`src/rtl/multicycle_ctrl.sv`:
```
// rtl/multicycle_ctrl.sv - control FSM sequencing a multicycle RV32I datapath
//
// Steps each instruction through FETCH, DECODE, EXEC, MEM and WB. Illegal
// opcodes and bus timeouts park the FSM in TRAP until reset.
//
// Ports:
//   i_clk, i_reset            clock (rising edge), asynchronous active-low reset
//   i_inst[31:0]              instruction register contents, valid from DECODE
//   i_imem_ready              instruction fetch complete (sampled in FETCH)
//   i_dmem_ready              data access complete (sampled in MEM)
//   i_br_equal, i_br_less     branch comparator results
//   o_imem_req, o_ir_en       instruction request, IR load strobe
//   o_dmem_req, o_dmem_wren   data request, data write
//   o_pc_en, o_pc_sel         PC strobe, next-PC select (0 PC+4, 1 ALU)
//   o_opa_sel, o_opb_sel      ALU operand selects (A: rs1/PC, B: rs2/imm)
//   o_br_un                   unsigned branch compare
//   o_imm_sel[2:0]            immediate format select
//   o_rd_wren, o_wb_sel[1:0]  register write enable, writeback source
//   o_illegal, o_bus_err      sticky trap causes
//   o_state[2:0]              encoded state
module multicycle_ctrl #(
    parameter int TIMEOUT = 15,
    parameter int CNT_W   = 4
) (
    input  logic        i_clk,
    input  logic        i_reset,
    input  logic [31:0] i_inst,
    input  logic        i_imem_ready,
    input  logic        i_dmem_ready,
    input  logic        i_br_equal,
    input  logic        i_br_less,
    output logic        o_imem_req,
    output logic        o_ir_en,
    output logic        o_dmem_req,
    output logic        o_dmem_wren,
    output logic        o_pc_en,
    output logic        o_pc_sel,
    output logic        o_opa_sel,
    output logic        o_opb_sel,
    output logic        o_br_un,
    output logic [2:0]  o_imm_sel,
    output logic        o_rd_wren,
    output logic [1:0]  o_wb_sel,
    output logic        o_illegal,
    output logic        o_bus_err,
    output logic [2:0]  o_state
);

    localparam logic [6:0] OP_LOAD   = 7'b0000011;
    localparam logic [6:0] OP_OPIMM  = 7'b0010011;
    localparam logic [6:0] OP_AUIPC  = 7'b0010111;
    localparam logic [6:0] OP_STORE  = 7'b0100011;
    localparam logic [6:0] OP_OP     = 7'b0110011;
    localparam logic [6:0] OP_LUI    = 7'b0110111;
    localparam logic [6:0] OP_BRANCH = 7'b1100011;
    localparam logic [6:0] OP_JALR   = 7'b1100111;
    localparam logic [6:0] OP_JAL    = 7'b1101111;

    typedef enum logic [2:0] {
        S_FETCH  = 3'd0,
        S_DECODE = 3'd1,
        S_EXEC   = 3'd2,
        S_MEM    = 3'd3,
        S_WB     = 3'd4,
        S_TRAP   = 3'd7
    } state_t;

    state_t           state, state_nxt;
    logic [CNT_W-1:0] wait_cnt, wait_cnt_nxt;
    logic [6:0]       op_q;
    logic [2:0]       f3_q;
    logic             illegal_q, illegal_nxt;
    logic             bus_err_q, bus_err_nxt;

    // Only opcode and funct3 are decoded here; the rest of the word belongs
    // to the datapath.
    logic unused_inst;
    assign unused_inst = ^{i_inst[31:15], i_inst[11:7]};

    function automatic logic is_legal(input logic [6:0] op, input logic [2:0] f3);
        case (op)
            OP_LOAD, OP_OPIMM, OP_AUIPC, OP_STORE,
            OP_OP, OP_LUI, OP_JALR, OP_JAL: is_legal = 1'b1;
            OP_BRANCH:                      is_legal = (f3[2:1] != 2'b01);
            default:                        is_legal = 1'b0;
        endcase
    endfunction

    function automatic logic [2:0] imm_of(input logic [6:0] op);
        case (op)
            OP_STORE:  imm_of = 3'b001;
            OP_BRANCH: imm_of = 3'b010;
            OP_JAL:    imm_of = 3'b011;
            OP_LUI:    imm_of = 3'b100;
            OP_AUIPC:  imm_of = 3'b101;
            default:   imm_of = 3'b000;
        endcase
    endfunction

    logic is_load, is_store, is_branch, is_jal, is_jalr, is_auipc, is_rtype;
    logic timed_out, taken;

    assign is_load   = (op_q == OP_LOAD);
    assign is_store  = (op_q == OP_STORE);
    assign is_branch = (op_q == OP_BRANCH);
    assign is_jal    = (op_q == OP_JAL);
    assign is_jalr   = (op_q == OP_JALR);
    assign is_auipc  = (op_q == OP_AUIPC);
    assign is_rtype  = (op_q == OP_OP);

    // The wait that would make TIMEOUT consecutive not-ready cycles traps;
    // a ready in that same cycle is accepted instead.
    assign timed_out = (wait_cnt == CNT_W'(TIMEOUT - 1));

    always_comb begin
        taken = 1'b0;
        case (f3_q)
            3'b000:         taken = i_br_equal;
            3'b001:         taken = !i_br_equal;
            3'b100, 3'b110: taken = i_br_less;
            3'b101, 3'b111: taken = !i_br_less;
            default:        taken = 1'b0;
        endcase
    end

    always_ff @(posedge i_clk or negedge i_reset) begin
        if (!i_reset) begin
            state     <= S_FETCH;
            wait_cnt  <= '0;
            op_q      <= '0;
            f3_q      <= '0;
            illegal_q <= 1'b0;
            bus_err_q <= 1'b0;
        end else begin
            state     <= state_nxt;
            wait_cnt  <= wait_cnt_nxt;
            illegal_q <= illegal_nxt;
            bus_err_q <= bus_err_nxt;
            if (state == S_DECODE) begin
                op_q <= i_inst[6:0];
                f3_q <= i_inst[14:12];
            end
        end
    end

    // Next state. The wait counter is zero in every state except while a
    // FETCH or MEM access is stalled, so it starts clean on each entry.
    always_comb begin
        state_nxt    = state;
        wait_cnt_nxt = '0;
        illegal_nxt  = illegal_q;
        bus_err_nxt  = bus_err_q;
        case (state)
            S_FETCH: begin
                if (i_imem_ready) begin
                    state_nxt = S_DECODE;
                end else if (timed_out) begin
                    state_nxt   = S_TRAP;
                    bus_err_nxt = 1'b1;
                end else begin
                    wait_cnt_nxt = wait_cnt + CNT_W'(1);
                end
            end
            S_DECODE: begin
                if (!is_legal(i_inst[6:0], i_inst[14:12])) begin
                    state_nxt   = S_TRAP;
                    illegal_nxt = 1'b1;
                end else begin
                    state_nxt = S_EXEC;
                end
            end
            S_EXEC: begin
                if (is_branch)
                    state_nxt = S_FETCH;
                else if (is_load || is_store)
                    state_nxt = S_MEM;
                else
                    state_nxt = S_WB;
            end
            S_MEM: begin
                if (i_dmem_ready) begin
                    state_nxt = is_store ? S_FETCH : S_WB;
                end else if (timed_out) begin
                    state_nxt   = S_TRAP;
                    bus_err_nxt = 1'b1;
                end else begin
                    wait_cnt_nxt = wait_cnt + CNT_W'(1);
                end
            end
            S_WB:    state_nxt = S_FETCH;
            S_TRAP:  state_nxt = S_TRAP;
            default: state_nxt = S_FETCH;
        endcase
    end

    // Outputs come from state and the latched opcode/funct3. The exceptions
    // are the strobes that must coincide with a completing access or a
    // branch decision, and the immediate select in DECODE, which reads the
    // freshly loaded IR because the opcode latch fills only at its end.
    always_comb begin
        o_imem_req  = 1'b0;
        o_ir_en     = 1'b0;
        o_dmem_req  = 1'b0;
        o_dmem_wren = 1'b0;
        o_pc_en     = 1'b0;
        o_pc_sel    = 1'b0;
        o_opa_sel   = 1'b0;
        o_opb_sel   = 1'b0;
        o_br_un     = 1'b0;
        o_rd_wren   = 1'b0;
        o_wb_sel    = 2'b00;
        o_imm_sel   = imm_of((state == S_DECODE) ? i_inst[6:0] : op_q);
        case (state)
            S_FETCH: begin
                o_imem_req = 1'b1;
                o_ir_en    = i_imem_ready;
            end
            S_EXEC: begin
                o_opa_sel = is_auipc || is_jal || is_branch;
                o_opb_sel = !is_rtype;
                if (is_branch) begin
                    o_br_un  = f3_q[1];
                    o_pc_en  = 1'b1;
                    o_pc_sel = taken;
                end
            end
            S_MEM: begin
                o_dmem_req  = 1'b1;
                o_dmem_wren = is_store;
                o_pc_en     = is_store && i_dmem_ready;
            end
            S_WB: begin
                o_rd_wren = 1'b1;
                o_pc_en   = 1'b1;
                o_pc_sel  = is_jal || is_jalr;
                if (is_load)
                    o_wb_sel = 2'b01;
                else if (is_jal || is_jalr)
                    o_wb_sel = 2'b10;
            end
            default: ;
        endcase
    end

    assign o_illegal = illegal_q;
    assign o_bus_err = bus_err_q;
    assign o_state   = state;

endmodule
```
`config.mk`:
```
export PLATFORM = sky130hd
export DESIGN_NAME = multicycle_ctrl
export DESIGN_NICKNAME = d
export VERILOG_FILES = /design/src/rtl/multicycle_ctrl.sv
export SDC_FILE = /design/constraint.sdc
export NUM_CORES = 1
export LEC_CHECK = 0
export BUFFER_PORTS_ARGS = -buffer_cell sky130_fd_sc_hd__buf_2
export CAP_MARGIN = 20
export CORE_MARGIN = 4
export CORE_UTILIZATION = 45
export CTS_BUF_LIST = sky130_fd_sc_hd__clkbuf_4
export DETAILED_ROUTE_END_ITERATION = 16
export GPL_TIMING_DRIVEN = 0
export HOLD_SLACK_MARGIN = 0.12
export PLACE_DENSITY = 0.77
export SLEW_MARGIN = 40
export SYNTH_ARGS = -nofsm -noshare
export SYNTH_HDL_FRONTEND = slang
export SYNTH_SLANG_ARGS = --single-unit
export TNS_END_PERCENT = 50
```
`constraint.sdc`:
```
create_clock -name i_clk -period 2.84 [get_ports i_clk]
set_input_delay 0.568 -clock i_clk [delete_from_list [all_inputs] [get_ports i_clk]]
set_output_delay 0.568 -clock i_clk [all_outputs]
set_load 0.02 [all_outputs]
```
**After elaboration in Yosys (flattened, before gate mapping)**

Index checks and enable logic that the tools add are counted.

- Register bits after elaboration: 19
- Bits in latches: 0
- Memory bits (writable): 0
- Memory bits (read-only): 0
- Output and inout bits: 20
- Logic and storage cells: 96
- Memories: 0

- $add $sub $neg: 1
- Multiply operators: 0
- Divide/modulo/power cells: 0
- Order comparisons: 0
- Equal/unequal tests: 35
- Shift-type cells: 0
- Multiplexer cells: 37
- Bitwise gates (word level): 1
- Reductions and logical operators: 16

Operators with widths:

| kind | number |
|---|---|
| $eq 7x7->1 const B | 8 |
| $eq 7x6->1 const B | 7 |
| $pmux 3 s5 | 2 |
| $eq 7x5->1 const B | 4 |
| $mux 3 | 7 |
| $eq 3x3->1 const B | 6 |
| $mux 1 | 15 |
| $eq 7x2->1 const B | 2 |
| $mux 4 | 3 |
| $pmux 4 s2 | 1 |
| $reduce_or 8->1 | 1 |
| $mux 7 | 1 |
| $eq 3x1->1 const B | 2 |
| $eq 3x2->1 const B | 2 |
| $logic_not 3->1 | 2 |
| $mux 2 | 3 |
| $pmux 1 s2 | 3 |
| $add 4x1->4 const B | 1 |
| $eq 4x4->1 const B | 1 |
| $logic_or 1x1->1 | 4 |
| $ne 2x2->1 const B | 2 |
| $pmux 1 s4 | 1 |
| $reduce_or 2->1 | 2 |
| $logic_not 1->1 | 3 |
| other kinds (7) | 7 |

**Logic depth before layout (Yosys ltp)**

Gate-level depths: netlist (run 1).

- Depth in word-level cells: 6
- Mapped depth: 6
- Mapped depth without buffers: 6

**Worst setup path after synthesis (run 1)**

OpenSTA, ideal clock, no wires.

- Path kind: reg2out
- From: reg state[1] (netlist: o_state[1])
- To: out o_pc_sel
- Arrival: 1.922 ns
- Data required time: 2.272 ns
- Path slack: 0.350 ns
- Cell stages (with the launch flop): 5
- Path through: dfrtp_1 > buf_2 > nor3_1 > and3_1 > a21o_1

- Word-level cells in the longest chain between the ends: 2

Ends and longest elaborated chain:

| what | line | RTL |
|---|---|---|
| from (decl) | 68 | `state_t state, state_nxt;` |
| from (signal assigned) | 135 | `state <= state_nxt;` |
| $eq 3x3->1 / $eq 3x2->1 (equally long branches) | 213 | `case (state)` |
| $pmux 1 s2 (*) | 213 |  |
| to (decl) | 37 | `output logic o_pc_sel,` |

Mark *: on every way between the ends. The rest lies on a longest branch, timed or not.

**Worst setup path in the final report (run 1)**

- From: reg state[2] (netlist: o_state[2])
- To: out o_imm_sel[0]

- Word-level cells in the longest chain between the ends: 4

Ends and longest elaborated chain:

| what | line | RTL |
|---|---|---|
| $eq 3x1->1 (*) | 212 | `o_imm_sel = imm_of((state == S_DECODE) ? i_inst[6:0] : op_q);` |
| $mux 7 (*) | - |  |
| $eq 7x5->1, or another cell as far along | 90 | `case (op)` |
| $pmux 3 s5 (*) | 90 |  |
| to (decl) | 41 | `output logic [2:0] o_imm_sel,` |

Marks and branches as above.

==> impl_metrics.json, run 1 <==
{
  "drt_pass1_iterations": 4,
  "worst_ep_arrival_time_ns": 2.10,
  "grt_pass1_wl_um": 5060,
  "drt_wl_total_um": 3100,
  "cpPeakStageDelay_ns": 0.40,
  "antenna_found_initial": 0,
  "synth_cell_type_count": 46,
  "seqPwrFrac": 0.590,
  "cts_tree": "built",
  "ant_nets": 0,
  "dp_hpwl_um": 2420,
  "required_ns": 2.27,
  "rsz0062_at_grt": "no",
  "rrSetupSlack_ns": 1.21,
  "insertion_delay_ns": 0.31,
  "slew_viol_final": 0,
  "slowest_stage": "dfrtp_1",
  "cts_sinks": 19,
  "power_frac_comb": 0.069,
  "seqCellArea_sq_um": 475,
  "synth_flop_cell": "dfrtp_1",
  "gp_congestion": 0.824,
  "switching_share": 0.240,
  "ys_seq_elements": 19,
  "pin_count": 58,
  "placed_cell_area_sq_mm": 0.00149,
  "dieWidth_um": 61.2,
  "r2r_start": "o_state[2]$_DFF_PN0_",
  "path_delay_family": "flip-flops",
  "period_minus_slack_ns": 2.67,
  "worst-path-max-fanout": 9,
  "synth_edf_count": 0,
  "startpoint": "o_state[2]$_DFF_PN0_",
  "powerDensity_mw_per_mm2": 301,
  "path_clk_slew_ns": 0.11,
  "rows": 19,
  "critPathLaunchType": "flip-flop",
  "numPortBuffers": 35,
  "status": "finished clean",
  "diodes": 0,
  "end_kind": "primary output",
  "multi_input_area_sq_um": 738,
  "p_int_uw": 348,
  "cts_max_level": 1,
  "peakVddDrop_mv": 0.303,
  "drt_iter0_drc": 41,
  "hp-class": "input port to asynchronous set/reset pin",
  "yosysSeqAreaShare": 0.373,
  "cts-buffers-inserted": 3,
  "avgSynthCellArea_sq_um": 8.61,
  "avgRoutedWirePerCell_um": 14.2,
  "nets": 228,
  "fin_crit_sh": 0.941,
  "drive_gt1_frac": 0.278,
  "start_util": 0.466,
  "slew_headroom": 0.581,
  "leakagePower_uw": 0.000766,
  "drc": 0,
  "worstPathCellList": "buf_6 -> nor3b_4 -> mux2_2 -> a21o_1 -> a32oi_1 -> buf_2",
  "hold_viol": 0,
  "r2r_cells": 5,
  "final_cell_area_sq_mm": 0.00152,
  "synth_nets": 188,
  "finalSetupViolCount": 0,
  "first_global_vias": 1156,
  "max_freq_ghz": 0.374,
  "synth_cells": 148,
  "die-area_sq_mm": 0.00375,
  "crit_type": "flip-flop to primary output",
  "grt_use_total": 0.185,
  "r2r-end": "o_state[2]$_DFF_PN0_",
  "overflow": 0,
  "viasPerCell": 5.65,
  "syn2layout_area_growth_pct": 19.4,
  "vias": 1231,
  "num-fill-cells": 254,
  "maxCapViolCount": 0,
  "clock_path_buffers": 2,
  "root_buffer": "clkbuf_4",
  "path_buf_inv": 2,
  "finClkSkew_ns": 0.00264,
  "setup-tns-final_ns": 0,
  "placeableCoreArea_sq_mm": 0.00273,
  "net-switching-power_uw": 110,
  "grt_max_degree": 20,
  "clockPowerShare": 0.341,
  "synth_area_sq_mm": 0.00127,
  "ys_async_sr_fraction": 1.00,
  "die_height_um": 61.2,
  "synth_warnings": 0,
  "tightest_slew_ns": 0.623
}
-- cell type report --
class                   instances  share of cell area
plain buffers                   6              0.0271
clock buffers                   4              0.0197
inverters                       6              0.0148
multi-input cells             117               0.485
flip-flops and latches         19               0.312
well taps                      31              0.0255
repair buffers                 35               0.115
-- metal layers --
layer	vias to the layer above	GRT usage	part of all wire
met2	30	0.317	0.50
met3	7	0.0231	0.044
met1	594	0.225	0.43
met4	0	0.102	0.024
li1	600	-	-
met5	-	0	0
-- power groups by stage --
stage | clock, uW | combinational, uW | sequential, uW
after detailed placement | 0 | 31.3 | 276
after floorplan | 0 | 9.42 | 276
final | 156 | 31.4 | 270
after global routing | 175 | 35.4 | 271
after CTS | 162 | 31.4 | 270
after global placement | 0 | 30.1 | 276
-- Yosys cell counts, types with 2 or more instances --
library cell  instances  share of area
a21o_1                2          0.012
a21oi_1               5          0.020
a31oi_1               3          0.015
and2_1                3          0.015
and3_1                2         0.0098
buf_2                 3          0.012
buf_6                 2          0.018
dfrtp_1              19           0.37
ha_1                  2          0.020
inv_1                 6          0.018
nand2_1              26          0.077
nand2b_1              3          0.015
nand3_1               6          0.024
nand3b_1              4          0.024
nand4b_1              2          0.014
nor2_1               16          0.047
nor2b_1               3          0.015
nor3_1                7          0.028
o21ai_0               2         0.0079
o31ai_1               2          0.012
xnor2_1               3          0.021
xor2_1                3          0.021
-- how the worst max path moves through the flow --
stage / endpoint / slack, ns / cells after the start
final: o_imm_sel[0] / 0.17 / 6
after global routing: o_imm_sel[0] / 0.04 / 6
after CTS: o_imm_sel[1] / 0.13 / 6
after detailed placement: o_imm_sel[1] / 0.50 / 6
after global placement: o_imm_sel[1] / 0.53 / 6
after floorplan: o_pc_sel / 0.35 / 4
-- through the flow --
| step | utilization | setup slack (ns) | hold WS (ns) | power, uW | cells |
|---|---|---|---|---|---|
| after detailed placement | 0.544 | 0.497 | 0.448 | 307 | 214 |
| after floorplan | - | 0.350 | 0.272 | 285 | 148 |
| after global routing | 0.557 | 0.0424 | 0.205 | 481 | 218 |
| after CTS | 0.555 | 0.127 | 0.185 | 464 | 218 |
| final | 0.557 | 0.167 | 0.179 | 458 | 218 |
| after global placement | 0.544 | 0.526 | 0.448 | 306 | 214 |
-- cell usage in the layout (no fill, tap or decap), types with 4 or more instances in the layout --
| cell | synthesis | layout |
|---|---|---|
| nand3_1 | 6 | 6 |
| buf_2 | 3 | 38 |
| nand3b_1 | 4 | 4 |
| clkbuf_4 | 0 | 4 |
| a21oi_1 | 5 | 5 |
| nor2_1 | 16 | 16 |
| nand2_1 | 26 | 26 |
| nor3_1 | 7 | 7 |
| inv_1 | 6 | 6 |
| dfrtp_1 | 19 | 19 |
-- sequential cells by signal (all words and copies together), names as in the netlist --
| name | cells |
|---|---|
| op_q | 7 |
| wait_cnt | 4 |
| f3_q | 3 |
| o_state | 3 |
| o_bus_err | 1 |
| o_illegal | 1 |
-- logic make-up (layout without fill, tap and decap cells) --
group / count (synthesis) / after routing / synth area share
fa+ha+maj: 2 / 2 / 0.0196
buf+inv: 12 / 51 / 0.0501
mux: 3 / 3 / 0.0285
flops: 19 / 19 / 0.373
compound gates: 24 / 24 / 0.134
simple gates: 82 / 82 / 0.354
xor+xnor: 6 / 6 / 0.0413
-- timing repair --
action,in CTS,in global routing
hold buffers,0,0
buffers inserted,0,0
gates resized for setup,0,1
endpoints found under the setup margin,0,1
Power figures use the tool's default switching activity.
==> run 2: changes to the inputs <==
- CORE_UTILIZATION: 45 -> 52
- PLACE_DENSITY: 0.77 -> 0.87
==> run 2 against run 1 <==
Net effect:
- global-route usage grew 2.2 points
- sequential share of layout area up 0.13 points
- setup slack got worse by 0.059 ns
- final cell count down 1.4%
- largest cell class unchanged
- critical path depth is the same
- non-clock buffer count did not move
- register-to-register slack better by 0.03 ns
- via count up 3.6%
- largest power group unchanged
- final area decreased by 0.41%
- clock power fell by 8%
==> impl_metrics.json, run 2 (synthesis results as in run 1) <==
{
  "powerDensity_mw_per_mm2": 294,
  "ant_nets": 0,
  "cpPeakStageDelay_ns": 0.40,
  "largestRegisters": "op_q (7), wait_cnt (4)",
  "viasPerCell": 5.93,
  "overflow": 0,
  "placeableCoreArea_sq_mm": 0.00228,
  "cts_tree": "built",
  "slew_headroom": 0.633,
  "grt_use_total": 0.208,
  "worst_ep_arrival_time_ns": 2.16,
  "seqPwrFrac": 0.608,
  "power_frac_comb": 0.070,
  "syn2layout_area_growth_pct": 19.0,
  "die_height_um": 57.5,
  "layout_commonest_cell": "buf_2",
  "start_util": 0.560,
  "switching_share": 0.245,
  "gp_congestion": 0.879,
  "status": "finished clean",
  "cts_hold_buf": 0,
  "period_minus_slack_ns": 2.73,
  "multi_input_area_sq_um": 738,
  "peakVddDrop_mv": 0.278,
  "post_cts_resized": 0,
  "tightest_slew_ns": 0.546,
  "clockPowerShare": 0.322,
  "fin_crit_sh": 0.962,
  "dp_hpwl_um": 2560,
  "first_global_vias": 1238,
  "drt_pass1_iterations": 4,
  "finClkSkew_ns": 0.000849,
  "cts_max_level": 1,
  "die-area_sq_mm": 0.00331,
  "maxCapViolCount": 0,
  "largest_reg_flops": 7,
  "worst-path-max-fanout": 9,
  "cts_setup_buffers": 0,
  "p_int_uw": 336,
  "insertion_delay_ns": 0.30,
  "drive_gt1_frac": 0.278,
  "setup-tns-final_ns": 0,
  "grt_pass1_wl_um": 5460,
  "seqCellArea_sq_um": 475,
  "critPathLaunchType": "flip-flop",
  "diodes": 0,
  "avgRoutedWirePerCell_um": 15.4,
  "end_kind": "primary output",
  "slew_viol_final": 0,
  "max_freq_ghz": 0.366,
  "leakagePower_uw": 0.000765,
  "crit_type": "flip-flop to primary output",
  "finalSetupViolCount": 0,
  "pre_cts_slack_ns": 0.508,
  "path_delay_family": "simple AND/OR/NAND/NOR gates",
  "mostFrequentLayoutCells": "buf_2 (38), nand2_1 (26), dfrtp_1 (19)",
  "hp-class": "input port to asynchronous set/reset pin",
  "rows": 17,
  "antenna_found_initial": 0,
  "required_ns": 2.27,
  "num-fill-cells": 187,
  "nets": 228,
  "hold_viol": 0,
  "slowest_stage": "dfrtp_1",
  "vias": 1275,
  "dieWidth_um": 57.5,
  "grt_max_degree": 20,
  "finalWorstSetupSlack_ns": 0.108,
  "largest_register": "op_q",
  "net-switching-power_uw": 109,
  "pin_count": 58,
  "cts-buffers-inserted": 3,
  "numPortBuffers": 35,
  "path_buf_inv": 2,
  "drt_wl_total_um": 3300,
  "path_clk_slew_ns": 0.11,
  "drt_iter0_drc": 42,
  "cts_sinks": 19,
  "worstPathCellList": "buf_6 -> nor3b_4 -> mux2i_2 -> xnor2_1 -> nor3_1 -> buf_2",
  "root_buffer": "clkbuf_4",
  "drc": 0,
  "clock_path_buffers": 2,
  "power_uw": 445
}
## run 2: power groups by stage
| stage | Sequential (uW) | Combinational [uW] | Clock [uW] |
|---|---|---|---|
| after floorplan | 276 | 9.42 | 0 |
| after global placement | 276 | 29.7 | 0 |
| after detailed placement | 276 | 31.1 | 0 |
| after CTS | 270 | 31.2 | 149 |
| after global routing | 271 | 34.7 | 157 |
| final | 270 | 31.3 | 143 |
## run 2: worst paths after layout
| check | end | slack, ns | cells after the start | startpoint |
|---|---|---|---|---|
| max | o_imm_sel[1] | 0.11 | 6 | o_state[2]$_DFF_PN0_ |
| min | o_state[2]$_DFF_PN0_ | 0.18 | 1 | i_reset |
| max reg2reg | o_state[1]$_DFF_PN0_ | 1.24 | 4 | op_q[3]$_DFF_PN0_ |
| min reg2reg | wait_cnt[0]$_DFF_PN0_ | 0.50 | 1 | wait_cnt[0]$_DFF_PN0_ |
| max in group asynchronous | op_q[3]$_DFF_PN0_ | 2.35 | 1 | i_reset |
| min in group i_clk | f3_q[0]$_DFFE_PN0P_ | 0.46 | 3 | i_inst[12] |
## run 2: final cells by class
class / instances / share of cell area
flip-flops and latches: 19 / 0.314
multi-input cells: 117 / 0.487
plain buffers: 6 / 0.0273
repair buffers: 35 / 0.116
well taps: 28 / 0.0231
clock inverters: 1 / 0.00330
inverters: 6 / 0.0149
clock buffers: 3 / 0.0149
## run 2: per-layer routing
metal	share of wire	wire, um	track usage	vias to the layer above
li1	-	-	-	598
met1	0.39	1280	0.256	604
met2	0.51	1680	0.345	60
met3	0.071	235	0.0339	13
met4	0.034	112	0.109	0
met5	0	0	0	-
## run 2: per-stage QoR
| step | util | std cells | hold WS, ns | instance area, sq um |
|---|---|---|---|---|
| 6_report | 0.666 | 215 | 0.183 | 1520 |
| 3_3_place_gp | 0.652 | 211 | 0.445 | 1480 |
| 5_1_grt | 0.666 | 215 | 0.194 | 1520 |
| 2_1_floorplan | - | 148 | 0.272 | 1270 |
| 3_5_place_dp | 0.652 | 211 | 0.469 | 1480 |
| 4_1_cts | 0.664 | 215 | 0.190 | 1510 |
## run 2: worst register-to-register path, stage by stage, from the launching register on
cell	delay [ns]
dfrtp_1	0.47
and4bb_4	0.37
nor3b_2	0.29
o21ai_0	0.13
a221oi_1	0.25
